**src/rtl/uart_pkg.sv**
```systemverilog
// Shared UART definitions: byte width, default FIFO depth and the
// feeder FSM state encoding.
package uart_pkg;

    localparam int UART_BYTE_W         = 8;
    localparam int UART_FIFO_DEPTH_DEF = 16;

    // Drain FSM states of the transmit feeder
    typedef enum logic [1:0] {
        FEED_IDLE      = 2'd0,
        FEED_WAIT_BUSY = 2'd1,
        FEED_WAIT_DONE = 2'd2
    } feed_state_t;

endpackage

```
**src/rtl/uart_sync_fifo.sv**
```systemverilog
// Single-clock byte FIFO with occupancy count, full/empty flags and an
// optional sticky overflow flag. The head entry is read combinationally so a
// consumer can capture it on the same edge it pops. Intended for reuse on
// both the transmit and receive paths.
module uart_sync_fifo
    import uart_pkg::*;
#(
    parameter int DEPTH  = UART_FIFO_DEPTH_DEF,
    parameter int W      = UART_BYTE_W,
    parameter bit OVF_EN = 1'b0
) (
    input  logic                     clk,
    input  logic                     reset,
    input  logic                     wr_en,
    input  logic [W-1:0]             wr_data,
    input  logic                     rd_en,
    output logic [W-1:0]             rd_data,
    output logic                     full,
    output logic                     empty,
    output logic [$clog2(DEPTH):0]   count,
    output logic                     ovf,
    input  logic                     ovf_clr
);

    localparam int AW = $clog2(DEPTH);
    localparam int CW = AW + 1;

    logic [W-1:0]  r_mem [DEPTH];
    logic [AW-1:0] r_wr_ptr;
    logic [AW-1:0] r_rd_ptr;
    logic [CW-1:0] r_count;

    logic w_full;
    logic w_empty;
    logic w_push;
    logic w_pop;

    // Flags come straight from the registered count, so they update one
    // cycle after the edge that moved data.
    assign w_full  = (r_count == CW'(DEPTH));
    assign w_empty = (r_count == '0);

    // Full is judged before any same-cycle pop: a write into a full FIFO is
    // always dropped.
    assign w_push = wr_en && !w_full;
    assign w_pop  = rd_en && !w_empty;

    // Pointers wrap naturally because DEPTH is a power of two
    always_ff @(posedge clk or posedge reset) begin
        if (reset) begin
            r_wr_ptr <= '0;
            r_rd_ptr <= '0;
            r_count  <= '0;
        end else begin
            if (w_push) begin
                r_wr_ptr <= r_wr_ptr + AW'(1);
            end
            if (w_pop) begin
                r_rd_ptr <= r_rd_ptr + AW'(1);
            end
            case ({w_push, w_pop})
                2'b10:   r_count <= r_count + CW'(1);
                2'b01:   r_count <= r_count - CW'(1);
                default: r_count <= r_count;
            endcase
        end
    end

    // Storage is not reset; stale contents are unreachable once pointers clear
    always_ff @(posedge clk) begin
        if (w_push) begin
            r_mem[r_wr_ptr] <= wr_data;
        end
    end

    assign rd_data = r_mem[r_rd_ptr];
    assign full    = w_full;
    assign empty   = w_empty;
    assign count   = r_count;

    generate
        if (OVF_EN) begin : g_ovf
            logic r_ovf;

            // Sticky overflow; a clear wins over a set in the same cycle
            always_ff @(posedge clk or posedge reset) begin
                if (reset) begin
                    r_ovf <= 1'b0;
                end else if (ovf_clr) begin
                    r_ovf <= 1'b0;
                end else if (wr_en && w_full) begin
                    r_ovf <= 1'b1;
                end
            end

            assign ovf = r_ovf;
        end else begin : g_no_ovf
            logic w_unused_ovf_clr;
            assign w_unused_ovf_clr = ovf_clr;
            assign ovf = 1'b0;
        end
    endgenerate

endmodule

```
**src/rtl/uart_tx_feeder.sv**
```systemverilog
// Byte-buffering front end for the UART transmitter: writes land in a FIFO
// and a small FSM hands them to the transmitter one frame at a time.
// Optional feature macro: UART_TX_FEEDER_OVF_EN enables the sticky overflow
// flag; without it ovf reads 0 and ovf_clr is ignored.
module uart_tx_feeder
    import uart_pkg::*;
#(
    parameter int DEPTH = UART_FIFO_DEPTH_DEF
) (
    input  logic                     clk,
    input  logic                     reset,
    input  logic                     wr_en,
    input  logic [UART_BYTE_W-1:0]   wr_data,
    output logic                     full,
    output logic                     empty,
    output logic [$clog2(DEPTH):0]   count,
    output logic                     tx_start,
    output logic [UART_BYTE_W-1:0]   tx_data,
    input  logic                     tx_busy,
    input  logic                     tx_done,
    output logic                     ovf,
    input  logic                     ovf_clr
);

`ifdef UART_TX_FEEDER_OVF_EN
    localparam bit OVF_EN = 1'b1;
`else
    localparam bit OVF_EN = 1'b0;
`endif

    feed_state_t              r_state;
    feed_state_t              w_state_next;
    logic                     w_pop;
    logic                     w_empty;
    logic [UART_BYTE_W-1:0]   w_head;
    logic                     r_tx_start;
    logic [UART_BYTE_W-1:0]   r_tx_data;

    uart_sync_fifo #(
        .DEPTH  (DEPTH),
        .W      (UART_BYTE_W),
        .OVF_EN (OVF_EN)
    ) u_fifo (
        .clk     (clk),
        .reset   (reset),
        .wr_en   (wr_en),
        .wr_data (wr_data),
        .rd_en   (w_pop),
        .rd_data (w_head),
        .full    (full),
        .empty   (w_empty),
        .count   (count),
        .ovf     (ovf),
        .ovf_clr (ovf_clr)
    );

    assign empty = w_empty;

    // Drain FSM state register
    always_ff @(posedge clk or posedge reset) begin
        if (reset) begin
            r_state <= FEED_IDLE;
        end else begin
            r_state <= w_state_next;
        end
    end

    // Next state and pop decision; a frame is launched only from IDLE, and
    // only once the transmitter reports it is free.
    always_comb begin
        w_state_next = r_state;
        w_pop        = 1'b0;
        case (r_state)
            FEED_IDLE: begin
                if (!w_empty && !tx_busy) begin
                    w_pop        = 1'b1;
                    w_state_next = FEED_WAIT_BUSY;
                end
            end
            FEED_WAIT_BUSY: begin
                if (tx_busy) begin
                    w_state_next = FEED_WAIT_DONE;
                end
            end
            FEED_WAIT_DONE: begin
                if (tx_done) begin
                    w_state_next = FEED_IDLE;
                end
            end
            default: begin
                w_state_next = FEED_IDLE;
            end
        endcase
    end

    // Start pulse lasts exactly the cycle after a pop; data holds until the next pop
    always_ff @(posedge clk or posedge reset) begin
        if (reset) begin
            r_tx_start <= 1'b0;
            r_tx_data  <= '0;
        end else begin
            r_tx_start <= w_pop;
            if (w_pop) begin
                r_tx_data <= w_head;
            end
        end
    end

    assign tx_start = r_tx_start;
    assign tx_data  = r_tx_data;

endmodule

```
**config.mk**
```make
export PLATFORM = sky130hd
export DESIGN_NAME = uart_tx_feeder
export DESIGN_NICKNAME = d
export VERILOG_FILES = /design/src/rtl/uart_pkg.sv /design/src/rtl/uart_sync_fifo.sv /design/src/rtl/uart_tx_feeder.sv
export SDC_FILE = /design/constraint.sdc
export NUM_CORES = 1
export LEC_CHECK = 0
export ABC_AREA = 1
export CAP_MARGIN = 20
export CORE_MARGIN = 4
export CORE_UTILIZATION = 57
export CTS_CLUSTER_SIZE = 20
export DETAILED_ROUTE_END_ITERATION = 8
export DONT_BUFFER_PORTS = 1
export GPL_TIMING_DRIVEN = 0
export PLACE_DENSITY = 0.74
export SLEW_MARGIN = 20
export SYNTH_ARGS = -nofsm -noshare
export SYNTH_HDL_FRONTEND = slang
export SYNTH_HIERARCHICAL = 1
export SYNTH_SLANG_ARGS = --single-unit
```
**constraint.sdc**
```tcl
create_clock -name clk -period 2.6 [get_ports clk]
set_clock_uncertainty 0.15 [all_clocks]
set_input_delay 0.65 -clock clk [delete_from_list [all_inputs] [get_ports clk]]
set_output_delay 0.65 -clock clk [all_outputs]
set_load 0.02 [all_outputs]
```
==> results of run 1 <==
flip-flops by register name, summed over array words and instances (netlist names):
register,count
u_fifo/r_mem,128
tx_data,8
u_fifo/count,5
u_fifo/r_rd_ptr,4
u_fifo/r_wr_ptr,4
r_state,2
tx_start,1
area by class of cell:
class                      instances  area, um^2  share of cell area
buffer                            22         121              0.0158
clock buffer                      20         437              0.0569
clock inverter                    12         176              0.0230
inverter                          77         302              0.0393
multi-input combinational        422        1930               0.251
sequential                       152        4450               0.580
tap                              143         179              0.0233
timing repair buffer              10        85.1              0.0111
worst reg2reg max path, cell delays in order, from the launching register on:
cell	delay (ps)
dfrtp_2	490
nor2_4	150
nand4_1	100
buf_6	160
buf_4	130
buf_4	140
nand2_8	80
inv_6	50
ha_4	180
buf_6	130
ha_1	310
nand3_2	110
nand3_2	90
nand2_1	60
nand3_1	70
o21ai_0	80
cell usage in the layout (no fill, tap or decap), types with 2 or more instances in the layout:
master,count
o21ai_0,7
clkinv_4,3
nand3_1,60
xnor2_1,3
nand2_2,3
buf_6,3
clkbuf_1,6
nand2_1,255
nand3_2,2
ha_1,6
nand4_1,3
xor2_1,4
ha_4,3
clkinv_2,3
dfrtp_2,5
nor2_1,65
inv_1,66
bufinv_16,4
inv_2,8
edfxtp_1,128
buf_2,13
clkinvlp_4,2
clkbuf_16,17
inv_6,2
buf_4,11
nor2_4,4
dfrtp_1,19
power groups by stage:
stage	Clock, mW	Sequential (mW)	Combinational [mW]
final	2.53	3.39	2.97
after global routing	2.67	3.43	3.32
after CTS	2.56	3.38	2.82
after detailed placement	0	3.42	2.70
after global placement	0	3.40	2.62
after floorplan	0	3.36	1.98
stage by stage:
stage               cells  area [um^2]  TNS, ps  total power, mW
detailed placement    816         6890    -1830             6.11
floorplan             673         6710        0             5.34
global route          858         7680     -188             9.42
CTS                   854         7600        0             8.76
global placement      816         6890    -1220             6.02
finish                858         7680        0             8.89
logic make-up after synthesis:
logic type               synth area share
adder cells (fa/ha/maj)            0.0198
XOR/XNOR                          0.00915
AO/OA/AOI/OAI                     0.00523
other                            0.000560
flip-flops                          0.663
buffers and inverters              0.0613
AND/OR/NAND/NOR                     0.241
worst max path at each step:
stage	slack (ps)	startpoint	to	cells after the start
6_report	4	u_fifo/count[2]	u_fifo/count[3]	15
5_1_grt	-100	u_fifo/count[2]	u_fifo/count[3]	15
4_1_cts	7	u_fifo/count[0]	u_fifo/count[4]	20
3_5_place_dp	-590	u_fifo/count[0]	u_fifo/count[4]	19
3_3_place_gp	-460	u_fifo/count[0]	u_fifo/count[4]	19
2_1_floorplan	20	u_fifo/count[0]	u_fifo/count[4]	19
what timing repair did:
action | in CTS | in global routing
gates resized for setup | 12 | 13
hold endpoints to repair | 11 | 0
setup buffers | 5 | 4
pin swaps | 2 | 7
setup endpoints to repair | 4 | 2
cloned | 0 | 0
hold buffers | 1 | 0
routing by layer:
metal,part of all wire,vias up
li1,-,2214
met3,0.079,28
met2,0.49,176
met5,0,-
met1,0.40,2138
met4,0.023,0
==> metrics.md, run 1 <==
| Metric | Value |
|---|---|
| Ys async rst share | `0.158` |
| Die height | `116 um` |
| CP max FO | `4` |
| CTS root buf | `clkbuf_16` |
| Worst slack at placement | `-595 ps` |
| RSZ-0062 raised after global routing | `yes` |
| Routed vias | `approximately 4,600` |
| Met1 Track Usage GR | `0.299` |
| Status | `finished clean` |
| H-tree Lvls | `4` |
| Initial antenna violation count | `0` |
| Gr usage total | `0.235` |
| Reg2reg end | `u_fifo/count[3]` |
| Pint | `5.61 mW` |
| Final Hold Viols | `0` |
| DRC errors left | `0` |
| Crit path cell chain | `nor2_4, nand4_1, buf_6, buf_4, buf_4, nand2_8, inv_6, ha_4, buf_6, ha_1, nand3_2, nand3_2, nand2_1, nand3_1, o21ai_0` |
| Worst hold slack | `about 40 ps` |
| Via density | `5.31` |
| Worst r2r src | `u_fifo/count[2]` |
| Worst slew margin | `0.275` |
| Kind of critical path | `reg -> reg` |
| IO Pins | `31` |
| Avg Cell Area, Syn | `9.96 um^2` |
| Routed WL | `between 10 and 15 mm` |
| Routability cong. | `~0.9` |
| Count leader, synth | `nand2_1` |
| Combinational power share | `0.334` |
| Pwr/cell area | `1160 nW/um^2` |
| Leak | `between 3 and 4 nW` |
| Switching share of power | `0.369` |
| CTS buffer count | `17` |
| DIE WIDTH | `between 100 and 150 um` |
| Met3 usage | `0.0637` |
| Synth top area share | `0.574` |
| Crit-path max cell delay | `roughly 490 ps` |
| Kind of end point of the critical path | `flip-flop` |
| Worst EP required | `between 2000 and 3000 ps` |
| Final WS setup | `between 3 and 4 ps` |
| FMAX | `between 300 and 400 MHz` |
| CTS max path bufs | `2` |
| FILL cells | `~860` |
| Post-route minimum period | `2600 ps` |
| Fraction of layout cells with a size suffix above 1 | `0.124` |
| Core Box Area | `around 11,000 um^2` |
| Most Used Layer, Global Route | `met2` |
| Largest net degree at the start of global routing | `17` |
| First-pass GRT wire length | `23.0 mm` |
| Worst reg2reg setup slack | `slightly below 4 ps` |
| Die footprint | `between 10,000 and 15,000 um^2` |
| Number of cells produced by synthesis | `between 600 and 700` |
| Post-route ant nets | `0` |
| Slew @ Worst Pin | `about 1100 ps` |
| Max cap viols | `0` |
| Synth Net Count | `697` |
| Post-synth top cells | `nand2_1 (258), edfxtp_1 (128), inv_1 (74)` |
| EDFF count, synth | `128` |
| I/O Buffers | `0` |
| TritonCTS clock tree | `yes` |
| Std cell rows | `39` |
| Synth cell types | `24` |
| Sequential fraction of the synthesis area | `0.663` |
| CP startpoint kind | `flip-flop` |
| Seq pwr share | `0.381` |
| Synth Register Bits | `152` |
| Final Util | `0.670` |
| Gr ovfl total | `0` |
| DRT Pass-1 Iters | `5` |
| Inserted Diodes | `0` |
| HP Class | `in -> async` |
| Drt initial violations | `370` |
| Slew Limit Fails | `0` |
| Critical path's top delay family | `simple AND/OR/NAND/NOR gates` |
| Post-synth top area cell | `edfxtp_1` |
| Initial Utilization | `0.584` |
| Worst skew pair latency | `approximately 420 ps` |
| Final nets | `around 730` |
| Final Cycle Share | `0.999` |
| Arrival @ worst endpoint | `around 2800 ps` |
| GRT met2 Usage | `0.388` |
| Max rail drop VDD | `between 900 and 1000 uV` |
| Buf+Inv Stages, Crit Path | `5` |
| YS warnings | `6` |
| Clock sinks | `about 150` |
| Main synth FF type | `edfxtp_1` |
| FF-to-FF path depth | `15` |
| Area of the mapped netlist | `6700 um^2` |
| Mean routed wirelength per cell | `17.4 um` |
| Largest cells by area after synthesis | `edfxtp_1 (57%), nand2_1 (14%), dfrtp_1 (9.0%)` |
| Vias in the first global route | `around 4,400` |
| CTS clk-pin slew, worst paths | `60 ps` |
| Clock Power Share | `0.285` |
| Post-DP HPWL | `approximately 9.9 mm` |
| Max stage delay cell, worst path | `dfrtp_2` |
| Area grow syn2layout | `14.6%` |
| Psw | `about 3.3 mW` |
| # setup viols final | `0` |
(Power assumes the default switching activity.)
==> run 2, diff against run 1 <==
--- a/config.mk
+++ b/config.mk
@@ -14,6 +14,7 @@
 export DONT_BUFFER_PORTS = 1
 export GPL_TIMING_DRIVEN = 0
 export PLACE_DENSITY = 0.74
+export SKIP_LAST_GASP = 1
 export SLEW_MARGIN = 20
 export SYNTH_ARGS = -nofsm -noshare
 export SYNTH_HDL_FRONTEND = slang
==> run 2 against run 1 <==
First-iteration DRC count decreased by 3.2%. Register-to-register slack improved by 20 ps. Via count rose by 0.35%. Sequential cell count is the same. Critical path depth unchanged. Clock power is essentially flat. Sequential power about the same. Critical endpoint unchanged.
==> metrics.md, run 2 (synthesis gave the netlist of run 1 again) <==
| Metric | Value |
|---|---|
| Final nets | `about 730` |
| Kind of critical path | `reg -> reg` |
| Clock sinks | `around 150` |
| CTS clk-pin slew, worst paths | `~60 ps` |
| Via density | `5.33` |
| Total power | `between 8 and 9 mW` |
| I/O Buffers | `0` |
| Routed WL | `~15 mm` |
| CTS buffer count | `17` |
| Std cell rows | `39` |
| DIE WIDTH | `116 um` |
| Worst reg2reg setup slack | `roughly 25 ps` |
| Kind of end point of the critical path | `flip-flop` |
| Post-route minimum period | `roughly 2600 ps` |
| Drt initial violations | `358` |
| # setup viols final | `0` |
| H-tree Lvls | `4` |
| Non-Filler Instances | `~860` |
| HP Class | `in -> async` |
| IO Pins | `31` |
| Pwr/cell area | `around 1200 nW/um^2` |
| CTS root buf | `clkbuf_16` |
| Worst skew pair latency | `between 400 and 500 ps` |
| Mean routed wirelength per cell | `about 17 um` |
| Gr usage total | `0.235` |
| Vias in the first global route | `about 4,400` |
| CTS max path bufs | `2` |
| Worst EP required | `between 2000 and 3000 ps` |
| Final Cycle Share | `0.990` |
| DRT Pass-1 Iters | `5` |
| Largest net degree at the start of global routing | `17` |
| Max rail drop VDD | `between 800 and 900 uV` |
| Final WS setup | `roughly 25 ps` |
| Largest register FFs | `approximately 130` |
| TritonCTS clock tree | `yes` |
| Leak | `3.32 nW` |
| Final Hold Viols | `0` |
| Most frequent cells in the layout | `nand2_1 (255), edfxtp_1 (128), inv_1 (66)` |
| First-pass GRT wire length | `23.0 mm` |
| Most common cell after layout, fill and taps aside | `nand2_1` |
| Fraction of layout cells with a size suffix above 1 | `0.124` |
| Slew @ Worst Pin | `roughly 1100 ps` |
| Worst slew margin | `0.287` |
| Die height | `roughly 120 um` |
| Routability cong. | `slightly below 0.9` |
| Final Util | `0.669` |
| DRC errors left | `0` |
| Worst slack at placement | `-595 ps` |
| Fin area | `7680 um^2` |
| Most flops, register | `u_fifo/r_mem` |
| Area grow syn2layout | `14.6%` |
| Max cap viols | `0` |
| Placed Cells | `around 800` |
| Slew Limit Fails | `0` |
| Routed vias | `about 4,600` |
| CP max FO | `4` |
| Inserted Diodes | `0` |
| FMAX | `approximately 400 MHz` |
| CP startpoint kind | `flip-flop` |
| Status | `finished clean` |
| Die footprint | `about 14,000 um^2` |
| Initial Utilization | `0.584` |
| Post-route ant nets | `0` |
| Arrival @ worst endpoint | `between 2000 and 3000 ps` |
| Gr ovfl total | `0` |
| RSZ-0062 raised after global routing | `yes` |
| Core Box Area | `about 11,000 um^2` |
| Initial antenna violation count | `0` |
| Post-DP HPWL | `between 9 and 10 mm` |
| DP Area | `slightly below 7000 um^2` |
[run 2: cell types whose count changed in the layout (fill, tap and decap cells not counted)]
cell   change
buf_4      +1
buf_6      -1
[run 2: per-layer routing]
layer  GRT usage  wire [um]  share of wire
met3      0.0637       1130          0.076
met5           0          0              0
met1       0.299       6090           0.41
met4      0.0889        258          0.017
met2       0.388       7370           0.50
[run 2: cell type report]
cell class / instances / area (um^2)
multi-input cells: 422 / 1930
inverters: 77 / 302
flip-flops and latches: 152 / 4450
repair buffers: 10 / 81.3
clock inverters: 12 / 176
clock buffers: 20 / 437
fillers: 855 / 3790
plain buffers: 22 / 121
well taps: 143 / 179
[run 2: power breakdown]
group	switching [mW]	internal, mW
combinational	1.98	0.970
clock	0.930	1.60
sequential	0.359	3.03
[run 2: worst paths after layout]
check | startpoint | to | cells after the start
max | u_fifo/count[2] | u_fifo/count[3] | 15
min | reset | u_fifo/r_rd_ptr[3] | 1
max reg2reg | u_fifo/count[2] | u_fifo/count[3] | 15
min reg2reg | u_fifo/r_wr_ptr[3] | u_fifo/r_wr_ptr[3] | 2
max in group asynchronous | reset | tx_data[5] | 2
min in group clk | wr_data[3] | u_fifo/r_mem[7][3] | 0
[run 2: per-stage QoR]
stage | setup TNS [ps] | hold slack (ps)
final | 0 | 46.7
after global routing | -166 | 60.3
after CTS | 0 | 35.0
after detailed placement | -1830 | 367
after global placement | -1220 | 369
after floorplan | 0 | 343
[run 2: timing repair]
item                                    in CTS  in global routing
hold buffers                                 1                  0
endpoints found under the setup margin       4                  2
pin swaps                                    2                  7
setup buffers                                5                  4
gates resized for setup                     12                 12
endpoints found under the hold margin       11                  0
[run 2: critical path, cell delays in order (launching register included)]
cell and delay (ps):
dfrtp_2 490, nor2_4 150, nand4_1 100, buf_6 160, buf_4 130, buf_4 140
nand2_8 80, inv_6 40, ha_4 180, buf_4 150, ha_4 290, nand2_1 90
nand3_2 80, nand2_1 50, nand3_1 70, o21ai_0 80
==> run 3, diff against run 2 <==
--- a/config.mk
+++ b/config.mk
@@ -7,6 +7,7 @@
 export LEC_CHECK = 0
 export ABC_AREA = 1
 export CAP_MARGIN = 20
+export CORE_ASPECT_RATIO = 1.4
 export CORE_MARGIN = 4
 export CORE_UTILIZATION = 57
 export CTS_CLUSTER_SIZE = 20
==> run 3 against run 2 <==
Routed wire length is 3.0% higher. Register-to-register slack better by 20 ps. Sequential power about the same.
==> metrics.md, run 3 (synthesis gave the netlist of run 1 again) <==
| Metric | Value |
|---|---|
| Die footprint | `between 10,000 and 15,000 um^2` |
| Worst hold slack | `about 42 ps` |
| Kind of critical path | `reg -> reg` |
| CTS clk-pin slew, worst paths | `60 ps` |
| Post-DP HPWL | `approximately 10 mm` |
| CTS max path bufs | `2` |
| DRT Pass-1 Iters | `5` |
| Routed WL | `between 15 and 20 mm` |
| CP max FO | `4` |
| TritonCTS clock tree | `yes` |
| Final Util | `0.679` |
| Final WS setup | `around 50 ps` |
| Arrival @ worst endpoint | `2710 ps` |
| Routability cong. | `0.865` |
| # setup viols final | `0` |
| DIE WIDTH | `99.6 um` |
| Via density | `roughly 5.4` |
| Total negative slack | `0 ps` |
| Gr ovfl total | `0` |
| Core Box Area | `11,400 um^2` |
| H-tree Lvls | `4` |
| FMAX | `392 MHz` |
| Most frequent cells in the layout | `nand2_1 (253), edfxtp_1 (128), inv_1 (66)` |
| Largest register FFs | `between 100 and 150` |
| Std cell rows | `46` |
| Clock sinks | `152` |
| Routed vias | `roughly 4,600` |
| Max cap viols | `0` |
| Status | `finished clean` |
| Kind of end point of the critical path | `flip-flop` |
| Worst slew margin | `0.366` |
| Slew Limit Fails | `0` |
| Gr usage total | `0.243` |
| I/O Buffers | `0` |
| Vias in the first global route | `4,578` |
| Most common cell after layout, fill and taps aside | `nand2_1` |
| Fraction of layout cells with a size suffix above 1 | `0.128` |
| Post-route ant nets | `0` |
| Worst skew pair latency | `~410 ps` |
| Initial antenna violation count | `0` |
| Final Cycle Share | `0.981` |
| HP Class | `in -> async` |
| Post-route minimum period | `between 2000 and 3000 ps` |
| Mean routed wirelength per cell | `~18 um` |
| Slew @ Worst Pin | `between 900 and 1000 ps` |
| Final nets | `727` |
| CP startpoint kind | `flip-flop` |
| First-pass GRT wire length | `between 20 and 25 mm` |
| RSZ-0062 raised after global routing | `yes` |
| Worst slack at placement | `-511 ps` |
| Pwr/cell area | `between 1000 and 1500 nW/um^2` |
| Worst EP required | `roughly 2800 ps` |
| DRC errors left | `0` |
| CTS buffer count | `17` |
| CTS root buf | `clkbuf_16` |
| Most flops, register | `u_fifo/r_mem` |
| Inserted Diodes | `0` |
| Die height | `approximately 140 um` |
| Area grow syn2layout | `15.4%` |
| Drt initial violations | `460` |
| Leak | `around 3.3 nW` |
| Max rail drop VDD | `842 uV` |
| Final Hold Viols | `0` |
| Initial Utilization | `0.588` |
| Largest net degree at the start of global routing | `17` |
| IO Pins | `31` |
## run 3: cell types whose count changed in the layout (fill, tap and decap cells not counted), sizes merged
cell	before	now
clkbuf	23	20
inv	77	80
bufinv	4	6
clkinv	6	4
buf	28	29
## run 3: area by class of cell
| cell class | count | area [um^2] |
|---|---|---|
| Multi-Input combinational cell | 422 | 1920 |
| Clock buffer | 17 | 425 |
| Clock inverter | 15 | 246 |
| Fill cell | 837 | 3660 |
| Timing Repair Buffer | 11 | 88.8 |
| Inverter | 77 | 304 |
| Tap cell | 144 | 180 |
| Buffer | 22 | 121 |
| Sequential cell | 152 | 4450 |
## run 3: through the flow
stage	instances	total power, mW	instance area (um^2)
after floorplan	673	5.34	6710
after global placement	817	6.02	6890
after detailed placement	817	6.12	6900
after CTS	855	8.98	7640
after global routing	860	9.66	7730
final	860	9.10	7730
## run 3: timing repair
item                                    CTS  global route
gates resized for setup                  10            15
setup buffers                             5             5
endpoints found under the setup margin    4             2
pin swaps                                 3             8
endpoints found under the hold margin    11             0
hold buffers                              1             0
## run 3: worst paths after layout
| path | startpoint | endpoint | slack, ps | cells past startpoint |
|---|---|---|---|---|
| hold reg to reg | u_fifo/r_wr_ptr[3] | u_fifo/r_wr_ptr[3] | 400 | 2 |
| setup reg to reg | u_fifo/count[2] | u_fifo/count[4] | 50 | 17 |
| setup / recovery | u_fifo/count[2] | u_fifo/count[4] | 50 | 17 |
| hold / removal | reset | u_fifo/r_wr_ptr[0] | 40 | 1 |
| max in group asynchronous | reset | tx_start | 1510 | 2 |
| min in group clk | wr_data[1] | u_fifo/r_mem[6][1] | 180 | 0 |
## run 3: power breakdown
part | internal [mW] | switching [mW]
Clock | 1.80 | 0.949
Sequential | 3.03 | 0.358
Combinational | 0.964 | 1.99
Total | 5.80 | 3.30
## run 3: routing by layer
layer,global-route usage,wire [um]
met2,0.403,7770
met1,0.296,5870
met4,0.121,549
met3,0.0595,1100
met5,0,0
## run 3: worst max-delay path, cell delays in order (launching register included)
cell and delay (ps):
dfrtp_2 470, nor2_2 140, nand4_1 110, buf_6 150, inv_6 80, nor2_4 50
nand2_4 70, inv_4 50, nand2_8 70, inv_6 40, ha_4 170, buf_4 140
ha_4 210, or2_2 290, nand3_1 90, nand2_1 50, nand2_1 50, nand2_1 40
